<file path="src/rtl/usb_pkg.sv">
// Shared constants and types for the USB serial transmit path.
// Packet types, CRC polynomials/presets/residuals and packet sizes.
package usb_pkg;

    localparam logic [1:0] PKT_NONE   = 2'b00;
    localparam logic [1:0] PKT_TOKEN  = 2'b01;
    localparam logic [1:0] PKT_DATA   = 2'b11;
    localparam logic [1:0] PKT_HSHAKE = 2'b10;

    localparam int CRC5_W  = 5;
    localparam int CRC16_W = 16;

    localparam logic [CRC5_W-1:0] CRC5_POLY  = 5'b00101;
    localparam logic [CRC5_W-1:0] CRC5_INIT  = 5'b11111;
    localparam logic [CRC5_W-1:0] CRC5_RESID = 5'b01100;

    localparam logic [CRC16_W-1:0] CRC16_POLY  = 16'h8005;
    localparam logic [CRC16_W-1:0] CRC16_INIT  = 16'hFFFF;
    localparam logic [CRC16_W-1:0] CRC16_RESID = 16'h800D;

    localparam int TOKEN_BITS  = 27;
    localparam int DATA_BITS   = 80;
    localparam int HSHAKE_BITS = 16;

    localparam int REM_W = 4;

    typedef enum logic [1:0] {
        ST_IDLE = 2'd0,
        ST_PASS = 2'd1,
        ST_CRC  = 2'd2
    } state_t;

endpackage

</file>
<file path="src/rtl/crc_lfsr.sv">
// Serial CRC shift register: preset, per-bit update, or plain shift-out.
// Preset wins over update, update wins over shift.
module crc_lfsr #(
    parameter int           W    = 5,
    parameter logic [W-1:0] POLY = '0,
    parameter logic [W-1:0] INIT = '1
) (
    input  logic         clk,
    input  logic         rst_n,
    input  logic         i_clr,
    input  logic         i_en,
    input  logic         i_bit,
    input  logic         i_shift,
    output logic         o_shift_out,
    output logic [W-1:0] o_crc
);

    logic [W-1:0] r_crc;
    logic         w_fb;

    assign w_fb        = i_bit ^ r_crc[W-1];
    assign o_shift_out = r_crc[W-1];
    assign o_crc       = r_crc;

    always_ff @(posedge clk or negedge rst_n) begin
        if (!rst_n) begin
            r_crc <= INIT;
        end else if (i_clr) begin
            r_crc <= INIT;
        end else if (i_en) begin
            r_crc <= {r_crc[W-2:0], 1'b0} ^ (w_fb ? POLY : '0);
        end else if (i_shift) begin
            r_crc <= {r_crc[W-2:0], 1'b0};
        end
    end

endmodule

</file>
<file path="src/rtl/crc_gen.sv">
// Serial CRC generator: passes SYNC/PID/payload through, then appends
// the complemented CRC5 (token) or CRC16 (data) MSB-first.
module crc_gen
    import usb_pkg::*;
#(
    parameter int PID_BITS = 16,
    parameter int CNT_W    = 7
) (
    input  logic       clk,
    input  logic       rst_n,
    input  logic [1:0] pkt_in,
    input  logic       s_in,
    input  logic       endr,
    output logic       s_out,
    output logic       s_valid,
    output logic       eop,
    output logic       busy
);

    localparam logic [CNT_W-1:0] PID_CNT = CNT_W'(PID_BITS);
    localparam logic [CNT_W-1:0] CNT_MAX = '1;

    state_t             r_state, w_nstate;
    logic [1:0]         r_type, w_type;
    logic [CNT_W-1:0]   r_cnt, w_cnt;
    logic [REM_W-1:0]   r_rem, w_rem;
    logic               r_s_out, r_s_valid, r_eop;
    logic               w_s_out, w_s_valid, w_eop;
    logic               w_clr, w_en, w_shift;
    logic               w_is16, w_msb5, w_msb16, w_msb;
    logic [CRC5_W-1:0]  w_crc5;
    logic [CRC16_W-1:0] w_crc16;
    logic               w_unused_crc;

    assign w_is16       = (r_type == PKT_DATA);
    assign w_msb        = w_is16 ? w_msb16 : w_msb5;
    assign w_unused_crc = ^{w_crc5, w_crc16};

    crc_lfsr #(.W(CRC5_W), .POLY(CRC5_POLY), .INIT(CRC5_INIT)) u_crc5 (
        .clk         (clk),
        .rst_n       (rst_n),
        .i_clr       (w_clr),
        .i_en        (w_en & (r_type == PKT_TOKEN)),
        .i_bit       (s_in),
        .i_shift     (w_shift & ~w_is16),
        .o_shift_out (w_msb5),
        .o_crc       (w_crc5)
    );

    crc_lfsr #(.W(CRC16_W), .POLY(CRC16_POLY), .INIT(CRC16_INIT)) u_crc16 (
        .clk         (clk),
        .rst_n       (rst_n),
        .i_clr       (w_clr),
        .i_en        (w_en & w_is16),
        .i_bit       (s_in),
        .i_shift     (w_shift & w_is16),
        .o_shift_out (w_msb16),
        .o_crc       (w_crc16)
    );

    always_ff @(posedge clk or negedge rst_n) begin
        if (!rst_n) begin
            r_state <= ST_IDLE;
        end else begin
            r_state <= w_nstate;
        end
    end

    always_comb begin
        w_nstate = r_state;
        unique case (r_state)
            ST_IDLE: if (pkt_in != PKT_NONE) w_nstate = ST_PASS;
            ST_PASS: if (endr) w_nstate = (r_type == PKT_HSHAKE) ? ST_IDLE : ST_CRC;
            ST_CRC:  if (r_rem == '0) w_nstate = ST_IDLE;
            default: w_nstate = ST_IDLE;
        endcase
    end

    always_comb begin
        w_s_out   = 1'b0;
        w_s_valid = 1'b0;
        w_eop     = 1'b0;
        w_clr     = 1'b0;
        w_en      = 1'b0;
        w_shift   = 1'b0;
        w_cnt     = r_cnt;
        w_rem     = r_rem;
        w_type    = r_type;
        unique case (r_state)
            ST_IDLE: begin
                if (pkt_in != PKT_NONE) begin
                    w_clr  = 1'b1;
                    w_cnt  = '0;
                    w_type = pkt_in;
                end
            end
            ST_PASS: begin
                if (!endr) begin
                    w_s_out   = s_in;
                    w_s_valid = 1'b1;
                    w_cnt     = (r_cnt == CNT_MAX) ? r_cnt : r_cnt + 1'b1;
                    w_en      = (r_cnt >= PID_CNT);
                end else if (r_type == PKT_HSHAKE) begin
                    w_eop = 1'b1;
                end else begin
                    // First CRC bit goes out in the endr cycle so there is no gap.
                    w_s_out   = ~w_msb;
                    w_s_valid = 1'b1;
                    w_shift   = 1'b1;
                    w_rem     = w_is16 ? REM_W'(CRC16_W - 1) : REM_W'(CRC5_W - 1);
                end
            end
            ST_CRC: begin
                if (r_rem != '0) begin
                    w_s_out   = ~w_msb;
                    w_s_valid = 1'b1;
                    w_shift   = 1'b1;
                    w_rem     = r_rem - 1'b1;
                end else begin
                    w_eop = 1'b1;
                end
            end
            default: ;
        endcase
    end

    always_ff @(posedge clk or negedge rst_n) begin
        if (!rst_n) begin
            r_type    <= PKT_NONE;
            r_cnt     <= '0;
            r_rem     <= '0;
            r_s_out   <= 1'b0;
            r_s_valid <= 1'b0;
            r_eop     <= 1'b0;
        end else begin
            r_type    <= w_type;
            r_cnt     <= w_cnt;
            r_rem     <= w_rem;
            r_s_out   <= w_s_out;
            r_s_valid <= w_s_valid;
            r_eop     <= w_eop;
        end
    end

    assign s_out   = r_s_out;
    assign s_valid = r_s_valid;
    assign eop     = r_eop;
    assign busy    = (r_state != ST_IDLE) | r_eop;

endmodule

</file>
<file path="config.mk">
export PLATFORM = sky130hd
export DESIGN_NAME = crc_gen
export DESIGN_NICKNAME = d
export VERILOG_FILES = /design/src/rtl/usb_pkg.sv /design/src/rtl/crc_lfsr.sv /design/src/rtl/crc_gen.sv
export SDC_FILE = /design/constraint.sdc
export NUM_CORES = 1
export LEC_CHECK = 0
export CORE_MARGIN = 2
export CORE_UTILIZATION = 59
export CTS_CLUSTER_SIZE = 40
export DETAILED_ROUTE_END_ITERATION = 7
export MAX_ROUTING_LAYER = met4
export PLACE_DENSITY = 0.78
export SYNTH_ARGS = -nofsm -noshare
export SYNTH_HDL_FRONTEND = slang
export SYNTH_SLANG_ARGS = --single-unit
</file>
<file path="constraint.sdc">
create_clock -name clk -period 2.27 [get_ports clk]
set_input_delay 0.454 -clock clk [delete_from_list [all_inputs] [get_ports clk]]
set_output_delay 0.454 -clock clk [all_outputs]
set_load 0.1 [all_outputs]
</file>
[Word-level counts from Yosys, hierarchy flattened]
Cells that the tools add are included.
Word-level totals
  word-level logic and storage cells: 90
  output and inout port bits: 4
  bits in registers: 39
  bits of input ports: 6
Operators by class
  add/subtract/negate cells: 2
  reduce and logical (&&, ||, !) cells: 13
  bitwise gates (word level): 11
  muxes and demuxes: 41
  magnitude comparators: 1
  eq/ne operators: 13
Operator list (number)
  $mux W16: 4
  $mux W7: 3
  $mux W4: 4
  $xor A16 B16 Y16: 1
  $mux W1: 15
  $mux W5: 3
  $ne A2 B2 Y1 const B: 7
  $pmux W7 S2: 1
  $mux W2: 4
  $pmux W1 S2: 4
  $pmux W4 S2: 1
  $reduce_and A4 Y1: 2
  $reduce_bool A2 Y1: 4
  $add A7 B1 Y7 const B: 1
  $eq A7 B7 Y1 const B: 1
  $ge A7 B5 Y1 const B: 1
  $eq A2 B2 Y1 const B: 3
  $pmux W2 S3: 1
  $reduce_bool A3 Y1: 2
  $xor A5 B5 Y5: 1
  $and A1 B1 Y1: 4
  $eq A2 B1 Y1 const B: 2
  $logic_not A4 Y1: 1
  $reduce_bool A4 Y1: 1
  8 further kinds: 10

[Longest topological paths before layout]
Gate-level depths: netlist (run 1).
  depth after elaboration: 8
  mapped depth: 8
  gate-level depth less buffers: 7

[Modules after synthesis]
From an unflattened synthesis (run 1), not the netlist that was laid out.
Unflattened totals
  cells, all modules: 230
  area, all modules: 2210.9 µm²
By module, submodules not included
  crc_gen: area each 1108.6 µm², sequential area each 450.4 µm², instances 1, cells each 125
  crc_lfsr (u_crc16): area each 842.1 µm², sequential area each 420.4 µm², instances 1, cells each 81
  crc_lfsr (u_crc5): area each 260.2 µm², sequential area each 131.4 µm², instances 1, cells each 24

[Worst setup path after synthesis (run 1)]
OpenSTA, ideal clock, no wires.
  kind: register to output
  start point: register r_eop, in the netlist eop
  end point: output busy
  data required time: 1816 ps
  stages on the path, launching flop included: 2
  arrival: 1765 ps
  path slack: 51 ps
  buffers on the path: 0
  cell sequence: dfrtp_1 > nand2b_1
On the way
  cells in the longest elaborated chain, start to end: 1
RTL lines
  start, declared: RTL line crc_gen.sv:27  | logic r_s_out, r_s_valid, r_eop;
  start signal, assigned: RTL line crc_gen.sv:141  | r_eop <= w_eop;
  $or A1 B1 Y1: RTL line crc_gen.sv:148  | assign busy = (r_state != ST_IDLE) | r_eop;
  end, declared: RTL line crc_gen.sv:17  | output logic busy
Every way passes these cells.

[Worst setup path after layout (run 1)]
  start point: register r_rem[0]
  end point: register u_crc5.r_crc[3], in the netlist u_crc5.o_crc[3]
On the way
  cells in the longest elaborated chain, start to end: 5
RTL lines
  start, declared: RTL line crc_gen.sv:26  | logic [REM_W-1:0] r_rem, w_rem;
  start signal, assigned: RTL line crc_gen.sv:138  | r_rem <= w_rem;
  $reduce_bool A4 Y1: RTL line crc_gen.sv:114  | if (r_rem != '0) begin
  $mux W1: RTL line crc_gen.sv:114
  $pmux W1 S2: RTL line crc_gen.sv:89  | unique case (r_state)
  $and A1 B1 Y1: RTL line crc_gen.sv:45  | .i_shift (w_shift & ~w_is16),
  $reduce_bool A3 Y1 (no line)
  end signal, assigned: RTL line crc_lfsr.sv:31  | r_crc <= {r_crc[W-2:0], 1'b0} ^ (w_fb ? POLY : '0);
  end signal, assigned: RTL line crc_lfsr.sv:33  | r_crc <= {r_crc[W-2:0], 1'b0};
  end, declared: RTL line crc_lfsr.sv:18  | logic [W-1:0] r_crc;
Every way passes these cells.
A chain may end at the register's enable or synchronous reset.

==> results of run 1 <==
-- synthesized netlist by cell type, drive strengths merged (3+ instances only) --
library cell,number,area (µm²)
nand2,26,100
dfstp,21,552
dfrtp,18,450
o22a,16,149
nor2,13,48.8
o21ai,9,48.8
ha,7,87.6
inv,7,26.3
xor2,7,61.3
a21oi,6,30.0
nor3,6,30.0
nand2b,5,38.8
nand3,5,25.0
nor2b,5,33.8
mux2i,4,40.0
a31oi,3,18.8
buf,3,27.5
-- power by group through the flow --
| stage | clock network, W | logic, W | registers [W] |
|---|---|---|---|
| after floorplan | 0 | 0.000720 | 0.00100 |
| after global placement | 0 | 0.00109 | 0.000923 |
| after detailed placement | 0 | 0.00115 | 0.000932 |
| after CTS | 0.000549 | 0.00116 | 0.000920 |
| after global routing | 0.000588 | 0.00127 | 0.000936 |
| final | 0.000535 | 0.00117 | 0.000921 |
-- state kept, by name, indices dropped and copies added, names as in the netlist --
signal	count
r_rem	4
r_state	2
u_crc5.o_crc	5
s_out	1
r_cnt	7
u_crc16.o_crc	16
r_type	2
eop	1
s_valid	1
-- final cells by class --
type,instances,share of cell area
well taps,46,0.0251
flip-flops and latches,39,0.437
clock buffers,6,0.0272
inverters,7,0.0114
repair buffers,21,0.0850
multi-input cells,137,0.399
clock inverters,2,0.0158
-- layout by cell type (no fill, tap or decap), types with 3 or more instances in the layout --
cell | Yosys | layout
nand2_1 | 25 | 25
dfstp_2 | 21 | 21
o21ai_0 | 8 | 8
o22a_2 | 7 | 7
nor3_1 | 6 | 6
ha_1 | 7 | 7
inv_1 | 7 | 7
a31oi_1 | 3 | 3
buf_4 | 0 | 14
mux2i_1 | 4 | 4
clkdlybuf4s50_1 | 0 | 5
dfrtp_1 | 18 | 18
a21oi_1 | 6 | 6
nor2b_1 | 4 | 4
clkbuf_4 | 0 | 5
nor2_1 | 13 | 13
nand2b_1 | 4 | 4
xor2_1 | 7 | 7
nand3_1 | 5 | 5
o22a_1 | 9 | 9
-- metrics by stage --
stage           util  instance area (µm²)  total power (W)  hold slack (ns)
3_3_place_gp   0.669                 2200          0.00202            0.501
3_5_place_dp   0.669                 2200          0.00208            0.507
5_1_grt        0.699                 2300          0.00279            0.531
6_report       0.699                 2300          0.00262            0.508
4_1_cts        0.699                 2300          0.00263            0.525
2_1_floorplan      -                 1980          0.00173            0.158
-- path summary, 6_finish.rpt --
| kind | endpoint | slack (ns) | cells after the start |
|---|---|---|---|
| max | u_crc5.o_crc[3] | 0.24 | 9 |
| min reg2reg | u_crc16.o_crc[9] | 0.52 | 1 |
| min | r_cnt[5] | 0.51 | 2 |
| min in group clk | u_crc16.o_crc[9] | 0.52 | 1 |
| max in group asynchronous | u_crc5.o_crc[3] | 1.39 | 2 |
| max reg2reg | u_crc5.o_crc[3] | 0.24 | 9 |
-- worst max-delay path: stages (launching register included) --
cell      delay [ns]
dfrtp_1         0.41
inv_1           0.13
ha_1            0.16
nor3b_1         0.31
buf_4           0.19
nor3_1          0.06
a311oi_2        0.24
buf_4           0.21
mux2i_1         0.19
nand2_1         0.07
-- metal layers --
layer | vias up | share of wire
met5 | - | 0
met4 | 0 | 0.024
met3 | 17 | 0.052
met2 | 46 | 0.51
met1 | 747 | 0.41
li1 | 716 | -
-- cells by family after synthesis --
group                    count (synthesis)
XOR/XNOR                                 9
adder cells (fa/ha/maj)                  7
multiplexers                             4
AND/OR/NAND/NOR                         71
AO/OA/AOI/OAI                           46
flip-flops                              39
buffers and inverters                   11
==> results.json, run 1 <==
{
  "power_frac_clock": 0.204,
  "synth.net_count": 200,
  "setup_viol": 0,
  "wl_per_cell_um": 15.1,
  "clockRootBuffer": "clkbuf_4",
  "num_io_pins": 10,
  "ys.flop_type": "dfstp_2",
  "ys_warn_count": 0,
  "clk_latency_ns": 0.36,
  "rr_startpoint": "r_rem[0]",
  "p_leak_nw": 0.959,
  "gp_congestion": 0.834,
  "start_kind": "flip-flop",
  "critPathMaxFanout": 5,
  "drive_above_1_share": 0.288,
  "synth_xor_area_frac": 0.0399,
  "slew_viol_final": 0,
  "intPower_w": 0.00156,
  "ys_seq_elements": 39,
  "grt_pass1_vias": 1455,
  "synthSimpleGateAreaFrac": 0.179,
  "synth-adder-area-share": 0.0443,
  "nets": 224,
  "rows": 21,
  "busiest_layer": "met2",
  "fp.dieW_um": 61.9,
  "rsz0062_at_grt": "no",
  "drv_cap": 0,
  "cts_num_sinks": 39,
  "hpwl_um": 2870,
  "postSynthAreaPerCell_um2": 10.6,
  "drt_first_iter_violations": 105,
  "multiInputGateArea_um2": 916,
  "cts_buffer_depth": 2,
  "timing.final.crit_period_ns": 2.03,
  "synth_compound_area_frac": 0.180,
  "synth_top_family_by_area": "compound AO/OA/AOI/OAI gates",
  "grt_usage": 0.245,
  "post_cts_resized": 0,
  "cts_setup_buffers": 0,
  "cp-end-kind": "flip-flop",
  "syn_inst": 187,
  "fin_ws_ns": 0.239,
  "cellPowerDensity_mw_per_mm2": 1140,
  "h-tree-depth": 2,
  "place_ws_ns": 0.0421,
  "syn2layout_area_growth_pct": 16.2,
  "port_buffers": 9,
  "worst_slew_pin_slew_ns": 0.467,
  "vias": 1526,
  "critical_path_class": "flip-flop to flip-flop",
  "power_frac_seq": 0.351,
  "final_hold_viol_count": 0,
  "yosysSeqAreaShare": 0.507,
  "met2_usage": 0.392,
  "n_antenna_cell": 0,
  "fillers": 237,
  "routed_wl_um": 3890,
  "first_pass_iters": 6,
  "overflow": 0,
  "antenna_found_initial": 0,
  "core_area_mm2": 0.00328,
  "startpoint": "r_rem[0]",
  "drcViolationCount": 0,
  "cp.required_ns": 2.56,
  "fin_crit_sh": 0.895,
  "status": "complete, no violations",
  "hp-class": "input pin to asynchronous set/reset pin",
  "grt_pass1_wl_um": 6470,
  "combPwrFrac": 0.445,
  "relSlewSlack": 0.689,
  "holdBufCountCts": 0,
  "synth_mux_area_frac": 0.0203,
  "synth_area_mm2": 0.00198,
  "ir_drop_uv": 653,
  "via_per_inst": 5.91,
  "numCtsBuffers": 5,
  "dieArea_mm2": 0.00383,
  "switching_power_w": 0.00107,
  "grt_max_degree": 40,
  "initial_core_util": 0.602,
  "ant_nets": 0,
  "synth_edf_count": 0,
  "fp.dieH_um": 61.9,
  "placed_cells": 250,
  "p_sw_frac": 0.407,
  "async_flop_share": 1.00,
  "fmax_ghz": 0.492,
  "seq_area_mm2": 0.00100,
  "finalSetupTns_ns": 0,
  "instances_no_fill": 258,
  "path_clk_slew_ns": 0.12,
  "arrival_ns": 2.32,
  "met1_usage": 0.293,
  "synth_cell_types": 44,
  "grt_use_met3": 0.0745,
  "fin_skew_ns": 0.0138,
  "cts_tree": "built"
}
(Power assumes the default switching activity.)
==> run 2, diff against run 1 <==
--- a/config.mk
+++ b/config.mk
@@ -6,11 +6,10 @@
 export NUM_CORES = 1
 export LEC_CHECK = 0
 export CORE_MARGIN = 2
-export CORE_UTILIZATION = 59
+export CORE_UTILIZATION = 55
 export CTS_CLUSTER_SIZE = 40
 export DETAILED_ROUTE_END_ITERATION = 7
-export MAX_ROUTING_LAYER = met4
-export PLACE_DENSITY = 0.78
+export PLACE_DENSITY = 0.74
 export SYNTH_ARGS = -nofsm -noshare
 export SYNTH_HDL_FRONTEND = slang
 export SYNTH_SLANG_ARGS = --single-unit
==> run 2 against run 1 <==
- clock power decreased by 32%
- via count decreased by 3.9%
- fmax up 1.7%
- setup slack better by 0.034 ns
- clock skew shrank 0.0023 ns
- sequential share of layout area grew 0.97 points
- final area is 2.2% lower
- hold slack got worse by 0.0022 ns
- global-route usage is 3.3 points lower
- clock-buffer cell count decreased by 1
- critical path type is now flip-flop to output port
- critical endpoint is now busy
==> results.json, run 2 (synthesized netlist as in run 1, its figures left out) <==
{
  "status": "complete, no violations",
  "fillers": 270,
  "clockRootBuffer": "clkbuf_4",
  "finalPower_w": 0.00244,
  "final_hold_viol_count": 0,
  "start_kind": "flip-flop",
  "layout_common_cells": "nand2_1 (25), dfstp_2 (21), dfrtp_1 (18)",
  "first_pass_iters": 4,
  "grt_max_degree": 40,
  "initial_core_util": 0.583,
  "ir_drop_uv": 440,
  "fmax_ghz": 0.501,
  "crit_slowest_cell": "dfrtp_1",
  "drive_above_1_share": 0.284,
  "fp.dieH_um": 63.9,
  "hpwl_um": 2750,
  "nets": 223,
  "largest_register_ffs": 16,
  "critical_path_class": "flip-flop to output port",
  "cp_slowest_stage_delay_ns": 0.40,
  "dieArea_mm2": 0.00409,
  "grt_usage": 0.213,
  "cts_num_sinks": 39,
  "routed_wl_um": 3800,
  "fin_ws_ns": 0.273,
  "vias": 1466,
  "post_cts_resized": 0,
  "wl_per_cell_um": 14.8,
  "fin_skew_ns": 0.0115,
  "antenna_found_initial": 0,
  "relSlewSlack": 0.682,
  "gp_congestion": 0.876,
  "clk_latency_ns": 0.36,
  "path_clk_slew_ns": 0.12,
  "grt_pass1_wl_um": 6620,
  "drcViolationCount": 0,
  "drv_cap": 0,
  "cp-end-kind": "output port",
  "overflow": 0,
  "holdBufCountCts": 0,
  "port_buffers": 9,
  "via_per_inst": 5.70,
  "finalSetupTns_ns": 0,
  "r2r_setup_slack_ns": 0.31,
  "cts_tree": "built",
  "numCtsBuffers": 5,
  "fp.dieW_um": 63.9,
  "cts_buffer_depth": 2,
  "path_buf_inv": 3,
  "h-tree-depth": 2,
  "p_leak_nw": 0.932,
  "syn2layout_area_growth_pct": 13.7,
  "core_area_mm2": 0.00339,
  "rsz0062_at_grt": "no",
  "arrival_ns": 1.54,
  "timing.final.crit_period_ns": 2.00,
  "crit_family": "buffers and inverters",
  "setup_viol": 0,
  "rows": 21,
  "drt_first_iter_violations": 92,
  "path_cells": "inv_1 > ha_1 > buf_4 > nand2b_1 > buf_12",
  "worst_slew_pin_slew_ns": 0.476,
  "slew_viol_final": 0,
  "num_io_pins": 10,
  "cellPowerDensity_mw_per_mm2": 1090,
  "placed_cells": 249,
  "place_ws_ns": 0.0618,
  "grt_pass1_vias": 1539,
  "hp-class": "input pin to asynchronous set/reset pin",
  "fin_crit_sh": 0.880,
  "cts_setup_buffers": 0,
  "instances_no_fill": 257,
  "final_common_cell": "nand2_1",
  "ant_nets": 0,
  "n_antenna_cell": 0,
  "critPathMaxFanout": 7,
  "cp.required_ns": 1.82
}
[run 2: cell count changes in the layout (fill, tap and decap cells not counted), sizes merged]
| cell | delta |
|---|---|
| buf | -1 |
| bufinv | -1 |
| clkbuf | -1 |
| clkinv | +1 |
| clkinvlp | +1 |
[run 2: stage by stage]
step                cell area, µm²  hold WS [ns]   util
floorplan                     1980         0.158      -
global placement              2190         0.501  0.646
detailed placement            2190         0.507  0.646
CTS                           2250         0.509  0.663
global route                  2250         0.516  0.663
finish                        2250         0.506  0.663
[run 2: layout make-up]
cell class | count | area (µm²) | area share
clock inverters | 3 | 18.8 | 0.00836
repair buffers | 20 | 188 | 0.0836
clock buffers | 5 | 37.5 | 0.0167
well taps | 46 | 57.6 | 0.0256
inverters | 7 | 26.3 | 0.0117
flip-flops and latches | 39 | 1000 | 0.446
multi-input cells | 137 | 916 | 0.408
[run 2: where the power goes]
part / leakage, nW / total (W) / internal [W] / switching [W]
Clock: 0.0315 / 0.000364 / 0.000119 / 0.000244
Combinational: 0.448 / 0.00116 / 0.000443 / 0.000717
Sequential: 0.453 / 0.000919 / 0.000820 / 0.0000994
[run 2: path summary, 6_finish.rpt]
path | cells past startpoint | from | end
max in group asynchronous | 2 | rst_n | u_crc5.o_crc[4]
max | 5 | r_state[0] | busy
min | 2 | rst_n | r_cnt[3]
min reg2reg | 1 | u_crc16.o_crc[12] | u_crc16.o_crc[12]
max reg2reg | 8 | r_state[1] | u_crc5.o_crc[0]
min in group clk | 1 | u_crc16.o_crc[12] | u_crc16.o_crc[12]
[run 2: routing by layer]
| metal | up-vias | part of all wire | global-route usage |
|---|---|---|---|
| li1 | 713 | - | - |
| met1 | 715 | 0.45 | 0.263 |
| met2 | 30 | 0.49 | 0.342 |
| met3 | 8 | 0.040 | 0.0651 |
| met4 | 0 | 0.018 | 0.0924 |
| met5 | - | 0 | 0 |
==> run 3, diff against run 2 <==
--- a/config.mk
+++ b/config.mk
@@ -5,6 +5,7 @@
 export SDC_FILE = /design/constraint.sdc
 export NUM_CORES = 1
 export LEC_CHECK = 0
+export CAP_MARGIN = 10
 export CORE_MARGIN = 2
 export CORE_UTILIZATION = 55
 export CTS_CLUSTER_SIZE = 40
==> results of run 3 <==
No change in the layout: final DEF, timing and power equal those of run 2.
